==> src/rtl/tt_store_arb_pkg.sv <==
// Shared types and constants for the store-path arbiter and its credit logic.
package tt_store_arb_pkg;

  typedef enum logic {
    IDLE  = 1'b0,
    BURST = 1'b1
  } state_e;

  localparam logic REQ_US  = 1'b0;
  localparam logic REQ_IDX = 1'b1;

endpackage

==> src/rtl/tt_credit_counter.sv <==
// Saturating credit counter: starts full, counts down on issue, up on return.
// Sticky err flags a return that arrives while the counter is already full.
module tt_credit_counter
  import tt_store_arb_pkg::*;
#(
  parameter int unsigned MAX = 4,
  localparam int unsigned W  = $clog2(MAX + 1)
) (
  input  logic         clk,
  input  logic         rst,
  input  logic         inc,
  input  logic         dec,
  output logic [W-1:0] count,
  output logic         err
);

  logic [W-1:0] count_q, count_d;
  logic         err_q, err_d;

  always_comb begin
    count_d = count_q;
    err_d   = err_q;
    unique case ({inc, dec})
      2'b10: begin
        if (count_q == W'(MAX)) err_d = 1'b1;
        else                    count_d = count_q + 1'b1;
      end
      2'b01: begin
        if (count_q != '0) count_d = count_q - 1'b1;
      end
      default: ;
    endcase
  end

  always_ff @(posedge clk or posedge rst) begin
    if (rst) begin
      count_q <= W'(MAX);
      err_q   <= 1'b0;
    end else begin
      count_q <= count_d;
      err_q   <= err_d;
    end
  end

  assign count = count_q;
  assign err   = err_q;

endmodule

==> src/rtl/tt_store_arb.sv <==
// Two-requester store arbiter: round-robin between packets, packet-locked
// ownership, and credit-gated zero-latency issue to the downstream port.
module tt_store_arb
  import tt_store_arb_pkg::*;
#(
  parameter int unsigned STORE_CREDITS = 4,
  parameter int unsigned DATA_W        = 512,
  localparam int unsigned CW           = $clog2(STORE_CREDITS + 1)
) (
  input  logic                   i_clk,
  input  logic                   i_reset,
  input  logic [1:0]             i_req_valid,
  input  logic [1:0]             i_req_last,
  input  logic [1:0][DATA_W-1:0] i_req_data,
  output logic [1:0]             o_req_ready,
  input  logic                   i_store_credit,
  output logic                   o_store_valid,
  output logic [DATA_W-1:0]      o_store_data,
  output logic                   o_store_owner,
  output logic [CW-1:0]          o_credits,
  output logic                   o_busy,
  output logic                   o_credit_err
);

  state_e state_q, state_d;
  logic   owner_q, owner_d;
  logic   prio_q, prio_d;
  logic   sel;
  logic   sel_valid;
  logic   fire;

  always_comb begin
    if (state_q == BURST) begin
      sel       = owner_q;
      sel_valid = i_req_valid[owner_q];
    end else begin
      if (&i_req_valid)             sel = prio_q;
      else if (i_req_valid[REQ_IDX]) sel = REQ_IDX;
      else                          sel = REQ_US;
      sel_valid = |i_req_valid;
    end
  end

  // Reset gates issue so a requester held valid through reset is never acked.
  assign fire = sel_valid && (o_credits != '0) && !i_reset;

  always_comb begin
    o_req_ready      = '0;
    o_req_ready[sel] = fire;
  end

  assign o_store_valid = fire;
  assign o_store_data  = i_req_data[sel];
  assign o_store_owner = fire & sel;
  assign o_busy        = (state_q == BURST);

  // In BURST sel is the owner, so one rule covers both states.
  always_comb begin
    state_d = state_q;
    owner_d = owner_q;
    prio_d  = prio_q;
    if (fire) begin
      if (i_req_last[sel]) begin
        state_d = IDLE;
        prio_d  = ~sel;
      end else begin
        state_d = BURST;
        owner_d = sel;
      end
    end
  end

  always_ff @(posedge i_clk or posedge i_reset) begin
    if (i_reset) begin
      state_q <= IDLE;
      owner_q <= 1'b0;
      prio_q  <= 1'b0;
    end else begin
      state_q <= state_d;
      owner_q <= owner_d;
      prio_q  <= prio_d;
    end
  end

  tt_credit_counter #(
    .MAX(STORE_CREDITS)
  ) u_credits (
    .clk  (i_clk),
    .rst  (i_reset),
    .inc  (i_store_credit),
    .dec  (fire),
    .count(o_credits),
    .err  (o_credit_err)
  );

endmodule

==> config.mk <==
export PLATFORM = sky130hd
export DESIGN_NAME = tt_store_arb
export DESIGN_NICKNAME = d
export VERILOG_FILES = /design/src/rtl/tt_store_arb_pkg.sv /design/src/rtl/tt_credit_counter.sv /design/src/rtl/tt_store_arb.sv
export SDC_FILE = /design/constraint.sdc
export NUM_CORES = 1
export LEC_CHECK = 0
export ABC_AREA = 1
export BUFFER_PORTS_ARGS = -buffer_cell sky130_fd_sc_hd__clkbuf_2
export CORE_AREA = 2 2 604 606
export DETAILED_ROUTE_END_ITERATION = 10
export DIE_AREA = 0 0 606 608
export PLACE_DENSITY = 0.3
export SYNTH_ARGS = -nofsm -noshare
export SYNTH_HDL_FRONTEND = slang
export SYNTH_HIERARCHICAL = 1
export SYNTH_SLANG_ARGS = --single-unit
export TNS_END_PERCENT = 20
==> constraint.sdc <==
create_clock -name i_clk -period 1.9 [get_ports i_clk]
set_input_delay 0.285 -clock i_clk [delete_from_list [all_inputs] [get_ports i_clk]]
set_output_delay 0.285 -clock i_clk [all_outputs]
set_load 0.02 [all_outputs]
==> results.sh <==
export IMPL_status="complete, but fails checks"
export IMPL_violations="negative setup slack"
export IMPL_root_buffer="clkbuf_16"
export IMPL_wl_per_cell_um=37.97
export IMPL_rsz0062_at_grt="true"
export IMPL_synth_warnings=6
export IMPL_gp_congestion=1.040
export IMPL_max_freq_mhz=418.5
export IMPL_drive_gt1_share_pct=58.60
export IMPL_critPathCaptureType="output port"
export IMPL_avgSynthCellArea_um2=4.066
export IMPL_ys_seq_area_share_pct=2.514
export IMPL_cp_max_fo=17
export IMPL_synth_cell_types=21
export IMPL_die_h_um=608
export IMPL_cts_tree="built"
export IMPL_synth_fp_nets=2758
export IMPL_fp_row_count=221
export IMPL_cts_num_sinks=7
export IMPL_htree_levels=1
export IMPL_clk_latency_ps=230
export IMPL_finalCritPeriodShare_pct=125.8
export IMPL_final_cell_mix="nand2_1 (1,366), clkbuf_2 (1,288), buf_12 (238), nand2_2 (141), buf_4 (102)"
export IMPL_clock_skew_ps=0.4531
export IMPL_firstDrtPassIters=5
export IMPL_min_delay_path_class="primary input to asynchronous set/reset pin"
export IMPL_io_pins=1552
export IMPL_area_growth_pct=294.0
export IMPL_die_w_um=606
export IMPL_die_area_um2=368400
export IMPL_fin_hold_ws_ps=63.88
export IMPL_setup_viol=516
export IMPL_ant_nets=0
export IMPL_fin_ws_ps=-489.5
export IMPL_grt_overflow=0
export IMPL_grt_pass1_wl_mm=352.4
export IMPL_initialDrtViolationCount=1283
export IMPL_cp_start_kind="register"
export IMPL_p_leak_nw=14.19
export IMPL_cap_violations=0
export IMPL_nets=4410
export IMPL_fin_setup_tns_ps=-169800
export IMPL_final_common_cell="nand2_1"
export IMPL_pre_cts_ws_ps=-693.6
export IMPL_port_buffers=1551
export IMPL_synthCells=1726
export IMPL_powerDensity_nw_per_um2=1541
export IMPL_path_clk_slew_ps=40
export IMPL_cts_buffer_depth=2
export IMPL_cp_data_required_time_ps=1620
export IMPL_slew_viol_final=0
export IMPL_viasPerCell=2.373
export IMPL_core_area_um2=361700
export IMPL_hpwl_mm=294.2
export IMPL_tightest_slew_ps=362.2
export IMPL_grt_usage_pct=16.21
export IMPL_worstPathArrival_ps=2100
export IMPL_path_class="register to output port"
export IMPL_synth_area_um2=7018
export IMPL_wl_met1_mm=120.6
export IMPL_wl_mm=313.2
export IMPL_grt_pass1_vias=18930
export IMPL_hold_viol_final=0
export IMPL_initial_core_util_pct=1.940
export IMPL_max_vdd_ir_drop_mv=0.3863
export IMPL_num_vias=19570
export IMPL_grt_max_degree=52
export IMPL_dr_wl_met3_mm=43.93
export IMPL_startpoint="o_busy$_DFFE_PP0P_"
export IMPL_slew_headroom_pct=75.85
export IMPL_antenna_found_initial=395
export IMPL_cts_buffers_inserted=3
export IMPL_rr_startpoint="o_busy$_DFFE_PP0P_"
export IMPL_met2WireLength_mm=139.5
export IMPL_top_layer_used="met5"
export IMPL_period_needed_ps=2389
export IMPL_drc=0
export IMPL_ys_ff_latch=7
cells by family (layout without fill, tap and decap cells):
group | after synthesis | after routing | share of synthesized area (%)
AOI/OAI and AO/OA | 3 | 3 | 0.2673
xor gates and xnor gates | 1 | 1 | 0.1248
adders and majority gates | 1 | 1 | 0.2853
buffers and inverters | 129 | 1780 | 11.68
DFF | 7 | 7 | 2.514
other | 0 | 76 | 0
and+or+nand+nor | 1585 | 1585 | 85.13
through the flow:
step                total power, mW  utilization (%)  cells  area, um^2
floorplan                     12.82                -   1726        7032
global placement              38.02            6.782   8092       24530
detailed placement            37.82            6.782   8092       24530
CTS                           41.16            7.189   8130       26000
global route                  44.96            7.611   8197       27530
finish                        42.60            7.646   8247       27650
synth_stat cells (all sizes together):
library cell,n,share of area [%]
nand2,1573,84
buf,108,10
inv,14,0.75
clkbuf,6,0.61
dfrtp,6,2.1
nand3,6,0.50
nor2,6,0.32
a21oi,1,0.071
a31o,1,0.12
bufinv,1,0.25
dfstp,1,0.37
fa,1,0.29
o21ai,1,0.071
xor2,1,0.12
per-layer routing:
metal  vias up  global-route usage (%)
met4       264                   2.287
met3       660                   10.20
met1      8804                   18.21
met5         -                       0
li1       8497                       -
met2      1349                   26.24
state kept, by name, indices dropped and copies added (netlist names):
| signal | flops |
|---|---|
| u_credits/count | 3 |
| o_busy | 1 |
| owner_q | 1 |
| prio_q | 1 |
| u_credits/err | 1 |
final cells by class:
class / count / area, um^2
antenna: 76 / 190.2
clock buffer: 4 / 78.83
fill: 43210 / 334000
inverter: 15 / 96.34
multi-input combinational: 1590 / 6958
sequential: 7 / 176.4
tap: 4794 / 5998
timing repair buffer: 1761 / 14150
final timing paths:
check	to	slack, ps	cells after the start
worst max-delay path	o_store_data[378]	-490	9
worst min-delay path	owner_q$_DFFE_PP0P_	60	3
worst max register to register	u_credits/count[2]$_DFFE_PP1P_	20	10
worst min register to register	u_credits/err$_DFFE_PP0P_	480	1
max in group asynchronous	u_credits/count[2]$_DFFE_PP1P_	1150	3
min in group i_clk	prio_q$_DFFE_PP0P_	310	3
critical path: stages, from the launching register on:
cell and delay (ps):
dfrtp_1 390, nor2_2 100, nand2_2 100, nand2_8 150
buf_16 200, buf_4 190, buf_16 170, nand2_1 80
nand2_1 170, clkbuf_4 220
repair_timing:
action / CTS / global route
buffers inserted: 23 / 20
gates cloned: 10 / 21
hold endpoints to repair: 3 / 0
resized for setup: 225 / 288
hold buffers: 1 / 0
pin swaps: 12 / 18
setup endpoints to repair: 516 / 519
power breakdown:
| part | internal [mW] | switching (mW) | leakage [nW] | total (mW) |
|---|---|---|---|---|
| clock | 0.280 | 0.0846 | 0.0386 | 0.364 |
| sequential | 0.231 | 0.0403 | 0.0819 | 0.271 |
| combinational | 15.8 | 26.1 | 14.1 | 42.0 |
No activity file was read; power rests on OpenSTA's default activity.
